===== config.mk =====
export PLATFORM = sky130hd
export DESIGN_NAME = column_sweep_scheduler_flat
export DESIGN_NICKNAME = d
export VERILOG_FILES = /design/src/rtl/column_sweep_scheduler_if.sv /design/src/rtl/column_sweep_scheduler.sv /design/src/flat_wrapper.sv
export SDC_FILE = /design/constraint.sdc
export NUM_CORES = 1
export LEC_CHECK = 0
export CAP_MARGIN = 20
export CORE_ASPECT_RATIO = 1.2
export CORE_MARGIN = 2
export CORE_UTILIZATION = 35
export CTS_CLUSTER_SIZE = 12
export DETAILED_ROUTE_END_ITERATION = 10
export GPL_TIMING_DRIVEN = 0
export MAX_ROUTING_LAYER = met4
export RECOVER_POWER = 100
export SYNTH_ARGS = -nofsm -noshare
export SYNTH_HDL_FRONTEND = slang
export SYNTH_SLANG_ARGS = --single-unit

===== constraint.sdc =====
create_clock -name clk -period 3.9 [get_ports clk]
set_input_delay 0.78 -clock clk [delete_from_list [all_inputs] [get_ports clk]]
set_output_delay 0.78 -clock clk [all_outputs]
set_load 0.02 [all_outputs]

===== src/rtl/column_sweep_scheduler_if.sv =====
// Control/status bundle between the column_sweep_scheduler and its
// controller: run/config in, column flags and snapshot ack in, status out.
interface column_sweep_scheduler_if #(
  parameter int NUM_COLS   = 32,
  parameter int ROW_BITS   = 8,
  parameter int SWEEP_BITS = 16
) ();
  logic                  run;
  logic [ROW_BITS-1:0]   height;
  logic [SWEEP_BITS-1:0] max_sweeps;
  logic [SWEEP_BITS-1:0] snap_every;
  logic [NUM_COLS-1:0]   col_flags;
  logic                  snap_ack;
  logic                  start;
  logic                  snap_req;
  logic [ROW_BITS-1:0]   row_idx;
  logic [SWEEP_BITS-1:0] sweep_count;
  logic                  busy;
  logic                  done;

  modport master (
    output run, height, max_sweeps, snap_every,
    output col_flags, snap_ack,
    input  start, snap_req, row_idx, sweep_count,
    input  busy, done
  );

  modport slave (
    input  run, height, max_sweeps, snap_every,
    input  col_flags, snap_ack,
    output start, snap_req, row_idx, sweep_count,
    output busy, done
  );
endinterface


===== src/rtl/column_sweep_scheduler.sv =====
// Lock-step start scheduler for the build_column array: waits for all
// column flags, pulses a common start, counts rows/sweeps, pauses for snapshots.
module column_sweep_scheduler #(
  parameter int NUM_COLS   = 32,
  parameter int ROW_BITS   = 8,
  parameter int SWEEP_BITS = 16
) (
  input logic clk,
  input logic reset,
  column_sweep_scheduler_if.slave bus
);

  typedef enum logic [2:0] {
    IDLE,
    WAIT_ALL,
    PULSE,
    WAIT_LOW,
    SNAP,
    DONE
  } state_t;

  state_t state;
  state_t state_n;

  logic [ROW_BITS-1:0]   row;
  logic [ROW_BITS-1:0]   row_n;
  logic [ROW_BITS-1:0]   height_l;
  logic [ROW_BITS-1:0]   height_n;
  logic [SWEEP_BITS-1:0] sweeps;
  logic [SWEEP_BITS-1:0] sweeps_n;
  logic [SWEEP_BITS-1:0] snap_cnt;
  logic [SWEEP_BITS-1:0] snap_n;
  logic                  run_q;

  logic                  all_set;
  logic                  none_set;
  logic                  sweep_end;
  logic                  launch;
  logic [SWEEP_BITS-1:0] sweep_inc;
  logic [SWEEP_BITS-1:0] snap_inc;
  logic                  max_hit;
  logic                  snap_hit;

  assign all_set   = &bus.col_flags;
  assign none_set  = ~|bus.col_flags;
  assign sweep_end = row == height_l;
  assign sweep_inc = &sweeps ? sweeps
                   : sweeps + SWEEP_BITS'(1);
  assign snap_inc  = snap_cnt + SWEEP_BITS'(1);
  assign max_hit   = |bus.max_sweeps
                   && sweep_inc == bus.max_sweeps;
  assign snap_hit  = |bus.snap_every
                   && snap_inc == bus.snap_every;

  // DONE only re-arms on a fresh rising edge of run
  assign launch = (state == IDLE && bus.run)
               || (state == DONE && bus.run && !run_q);

  always_ff @(posedge clk or posedge reset) begin
    if (reset) begin
      state    <= IDLE;
      row      <= '0;
      height_l <= '0;
      sweeps   <= '0;
      snap_cnt <= '0;
      run_q    <= 1'b0;
    end else begin
      state    <= state_n;
      row      <= row_n;
      height_l <= height_n;
      sweeps   <= sweeps_n;
      snap_cnt <= snap_n;
      run_q    <= bus.run;
    end
  end

  always_comb begin
    state_n  = state;
    row_n    = row;
    height_n = height_l;
    sweeps_n = sweeps;
    snap_n   = snap_cnt;
    unique case (state)
      IDLE, DONE: begin
        if (launch) begin
          height_n = bus.height;
          row_n    = '0;
          sweeps_n = '0;
          snap_n   = '0;
          state_n  = WAIT_ALL;
        end
      end
      WAIT_ALL: begin
        if (all_set) begin
          if (!sweep_end) begin
            row_n   = row + ROW_BITS'(1);
            state_n = PULSE;
          end else begin
            row_n    = '0;
            sweeps_n = sweep_inc;
            snap_n   = snap_inc;
            if (max_hit || !bus.run) begin
              state_n = DONE;
            end else if (snap_hit) begin
              snap_n  = '0;
              state_n = SNAP;
            end else begin
              state_n = PULSE;
            end
          end
        end
      end
      PULSE: state_n = WAIT_LOW;
      // flags from the last row are still high until the columns see start
      WAIT_LOW: begin
        if (none_set) state_n = WAIT_ALL;
      end
      SNAP: begin
        if (bus.snap_ack) state_n = PULSE;
      end
      default: state_n = IDLE;
    endcase
  end

  assign bus.start       = state == PULSE;
  assign bus.snap_req    = state == SNAP;
  assign bus.busy        = state != IDLE && state != DONE;
  assign bus.done        = state == DONE;
  assign bus.row_idx     = row;
  assign bus.sweep_count = sweeps;

endmodule


===== src/flat_wrapper.sv =====
// flat-port wrapper written by rule: the top's interface ports become plain ports
module column_sweep_scheduler_flat 
#(
  parameter int NUM_COLS   = 32,
  parameter int ROW_BITS   = 8,
  parameter int SWEEP_BITS = 16
)
  (clk, reset, bus_run, bus_height, bus_max_sweeps, bus_snap_every, bus_col_flags, bus_snap_ack, bus_start, bus_snap_req, bus_row_idx, bus_sweep_count, bus_busy, bus_done);
  column_sweep_scheduler_if #(.NUM_COLS(NUM_COLS), .ROW_BITS(ROW_BITS), .SWEEP_BITS(SWEEP_BITS)) bus_i ();
  input logic clk;
  input logic reset;
  input wire logic [$bits(bus_i.run)-1:0] bus_run;
  input wire logic [$bits(bus_i.height)-1:0] bus_height;
  input wire logic [$bits(bus_i.max_sweeps)-1:0] bus_max_sweeps;
  input wire logic [$bits(bus_i.snap_every)-1:0] bus_snap_every;
  input wire logic [$bits(bus_i.col_flags)-1:0] bus_col_flags;
  input wire logic [$bits(bus_i.snap_ack)-1:0] bus_snap_ack;
  output wire logic [$bits(bus_i.start)-1:0] bus_start;
  output wire logic [$bits(bus_i.snap_req)-1:0] bus_snap_req;
  output wire logic [$bits(bus_i.row_idx)-1:0] bus_row_idx;
  output wire logic [$bits(bus_i.sweep_count)-1:0] bus_sweep_count;
  output wire logic [$bits(bus_i.busy)-1:0] bus_busy;
  output wire logic [$bits(bus_i.done)-1:0] bus_done;
  assign bus_i.run = bus_run;
  assign bus_i.height = bus_height;
  assign bus_i.max_sweeps = bus_max_sweeps;
  assign bus_i.snap_every = bus_snap_every;
  assign bus_i.col_flags = bus_col_flags;
  assign bus_i.snap_ack = bus_snap_ack;
  assign bus_start = bus_i.start;
  assign bus_snap_req = bus_i.snap_req;
  assign bus_row_idx = bus_i.row_idx;
  assign bus_sweep_count = bus_i.sweep_count;
  assign bus_busy = bus_i.busy;
  assign bus_done = bus_i.done;
  column_sweep_scheduler #(.NUM_COLS(NUM_COLS), .ROW_BITS(ROW_BITS), .SWEEP_BITS(SWEEP_BITS)) u_core (.clk(clk), .reset(reset), .bus(bus_i));
endmodule

==> run_results.csv <==
group,metric,value,unit
outcome,outcome,"finished, final reports clean",
die,start_util,35.96,%
worst_setup_path,startpoint_type,"primary input",
die,dieArea,0.01283,mm²
timing,slew_violations,0,
final_layout,diodes,0,
pwr,p_leak,2.163,nW
worst_setup_path,critPathCaptureType,"flop",
timing,rsz0062_at_grt,"false",
global_route,grt.overflow.total,0,
yosys,seq_area_frac_synth,31.14,%
clocking,clock_latency,0.30,ns
pwr,powerDensity,207.1,mW/mm²
worst_setup_path,crit_fanout,10,
yosys,ys_warn_count,0,
timing,finalHoldViolCount,0,
clocking,cts_tree,"built",
clocking,clkTransAtPathRegs,0.07,ns
global_route,grt_pass1_vias,4327,
yosys,synth_cells,532,
placed_design,io_buffers,103,
drt,drtIter0Drc,273,
final_layout,drive_gt1_share,7.121,%
drt,wl_per_cell,16.57,µm
clocking,cts_root_buffer,"clkbuf_16",
global_route,grt_max_degree,29,
pwr,p_total,0.001155,W
yosys,yosys.area_share.simple,30.36,%
final_layout,final_nets,724,
timing,hold_slack,0.5280,ns
hold_path,hp-class,"flop to flop",
drt,vias,4521,
yosys,ys_top_cells_by_area,"dfrtp_1, nand2_1, o21ai_0",
yosys,synth_async_sr_flop_share,100.0,%
worst_setup_path,cp_data_arrival_time,3.79,ns
clocking,cts_max_level,2,
yosys,synth_edf_count,0,
pwr,sequentialPowerShare,47.3,%
final_layout,syn2layout_area_growth,33.50,%
drt,routed_wl,13310,µm
die,std_cell_rows,43,
die,ioPinCount,104,
placed_design,dp_hpwl,10410,µm
yosys,synth_nets,611,
timing,skew,0.008656,ns
yosys,syn_area,0.004179,mm²
drt,postRouteAntennaNets,0,
drt,routed_via_density,5.630,
die,core-area,0.01162,mm²
worst_setup_path,crit_required,4.10,ns
yosys,synth-adder-area-share,0.8982,%
yosys,ys_top_cells_by_count,"nand2_1, dfrtp_1, nor2_1",
yosys,synth-compound-area-share,19.28,%
yosys,syn_area_per_cell,7.855,µm²
timing,finalSetupTns,0,ns
yosys,synth_cell_types,61,
timing,max_slew_margin,4.047,%
pwr,p_int,0.0008787,W
timing,max_slew.worst_pin.slew,1.439,ns
timing,min_period,3.583,ns
timing,clock.fmax,0.2791,GHz
timing,fin_crit_sh,91.87,%
pwr,pwr-share-clk,39.8,%
pwr,peakVddDrop,0.1851,mV
yosys,synth-main-ff-cell,"dfrtp_1",
job,maxCapViolCount,0,
worst_setup_path,critPathKind,"primary input to flop",
yosys,synth_top_area_share,31.14,%
die,die_h,123.7,µm
clocking,cts.path.max_buffers,2,
yosys,synth_seq_cells,52,
yosys,synth_mux_area_share,3.623,%
pwr,power_switching,0.0002765,W
drt,drt_pass1_iterations,5,
timing,finalSetupViolCount,0,
pwr,combPwrFrac,12.9,%
clocking,cts_made_buffers,5,
drt,drc,0,
clocking,hold_buffers,0,
global_route,track_usage,21.49,%
global_route,grt_first_pass_wirelength,21750,µm
clocking,clock-sinks,52,
yosys,yosys.area.top_type,"dfrtp_1",
yosys,synth-xor-area-share,9.431,%
yosys,synth_top_family_by_area,"simple AND/OR/NAND/NOR gates",
pwr,swShare,23.94,%
yosys,synth.most_common_cell,"nand2_1",
die,die_w,103.8,µm
placed_design,place.gp.congestion,0.9670,
global_route,antenna_found_initial,0,
==> critical path, stage by stage <==
cell and delay, ns:
dlygate4sd3_1 0.57, nand4_1 0.11, nor4_1 0.33, a31oi_1 0.25, nor3_1 0.88, clkbuf_1 0.47, o21ai_0 0.18, a21oi_1 0.22
==> logic make-up (layout without fill, tap and decap cells) <==
family                   count (synthesis)  in the layout
buffers and inverters                   52            166
AND/OR/NAND/NOR                        242            242
AO/OA/AOI/OAI                          124            124
flip-flops                              52             52
multiplexers                            14             14
XOR/XNOR                                45             45
adder cells (fa/ha/maj)                  3              3
==> cell type report <==
cell class | count | area, µm²
inverters | 22 | 82.58
clock inverters | 3 | 27.53
multi-input cells | 428 | 2663
plain buffers | 30 | 137.6
fillers | 1192 | 6042
flip-flops and latches | 52 | 1301
well taps | 157 | 196.4
clock buffers | 5 | 125.1
repair buffers | 106 | 1046
==> placed cells by master, fill, tap and decap left out, types with 9 or more instances in the layout <==
cell	count
a21oi_1	27
clkbuf_1	18
clkdlybuf4s50_1	73
dfrtp_1	52
dlygate4sd3_1	30
inv_1	22
mux2_2	9
nand2_1	62
nand3_1	21
nand4_1	25
nor2_1	47
nor3_1	12
nor4_1	22
o21ai_0	45
o221ai_1	11
xnor2_1	24
xor2_1	21
==> power groups by stage <==
stage	registers [W]	logic, W	clock network (W)
global route	0.000547	0.000163	0.000493
CTS	0.000546	0.000153	0.000477
detailed placement	0.000557	0.000152	0
floorplan	0.000556	0.0000468	0
finish	0.000546	0.000149	0.000460
global placement	0.000557	0.000148	0
==> final timing paths <==
path | cells past startpoint | end | from | slack [ns]
worst min-delay path | 1 | u_core.height_l[2]$_DFFE_PP0P_ | u_core.height_l[2]$_DFFE_PP0P_ | 0.53
worst max-delay path | 8 | u_core.bus.sweep_count[8]$_DFFE_PP0P_ | bus_col_flags[24] | 0.32
max in group asynchronous | 3 | u_core.bus.sweep_count[8]$_DFFE_PP0P_ | reset | 0.85
worst max register to register | 12 | u_core.snap_cnt[14]$_DFFE_PP0P_ | u_core.bus.sweep_count[0]$_DFFE_PP0P_ | 0.39
min in group asynchronous | 2 | u_core.height_l[7]$_DFFE_PP0P_ | reset | 1.19
worst min register to register | 1 | u_core.height_l[2]$_DFFE_PP0P_ | u_core.height_l[2]$_DFFE_PP0P_ | 0.53
==> timing repair <==
item,CTS,global route
gates resized for setup,0,2
setup buffers,0,1
setup endpoints to repair,0,19
==> per-layer routing <==
| metal | GRT usage (%) | routed length [µm] |
|---|---|---|
| met2 | 37.46 | 6734 |
| met1 | 25.79 | 5583 |
| met4 | 7.517 | 318 |
| met5 | - | 0 |
| met3 | 3.087 | 669 |
==> flip-flops by register name, summed over array words and instances, names as in the netlist <==
signal / count
u_core.bus.row_idx: 8
u_core.bus.sweep_count: 16
u_core.height_l: 8
u_core.run_q: 1
u_core.snap_cnt: 16
u_core.state: 3
==> per-stage QoR <==
stage	setup WS [ns]	instances	instance area, µm²	utilization, %
after floorplan	0.6639	532	4179	-
after global placement	0.05893	792	5406	46.52
after detailed placement	0.08333	793	5426	46.69
after CTS	0.08376	801	5579	48.01
after global routing	0.03622	803	5579	48.01
final	0.3169	803	5579	48.01
No activity file was read; power rests on OpenSTA's default activity.
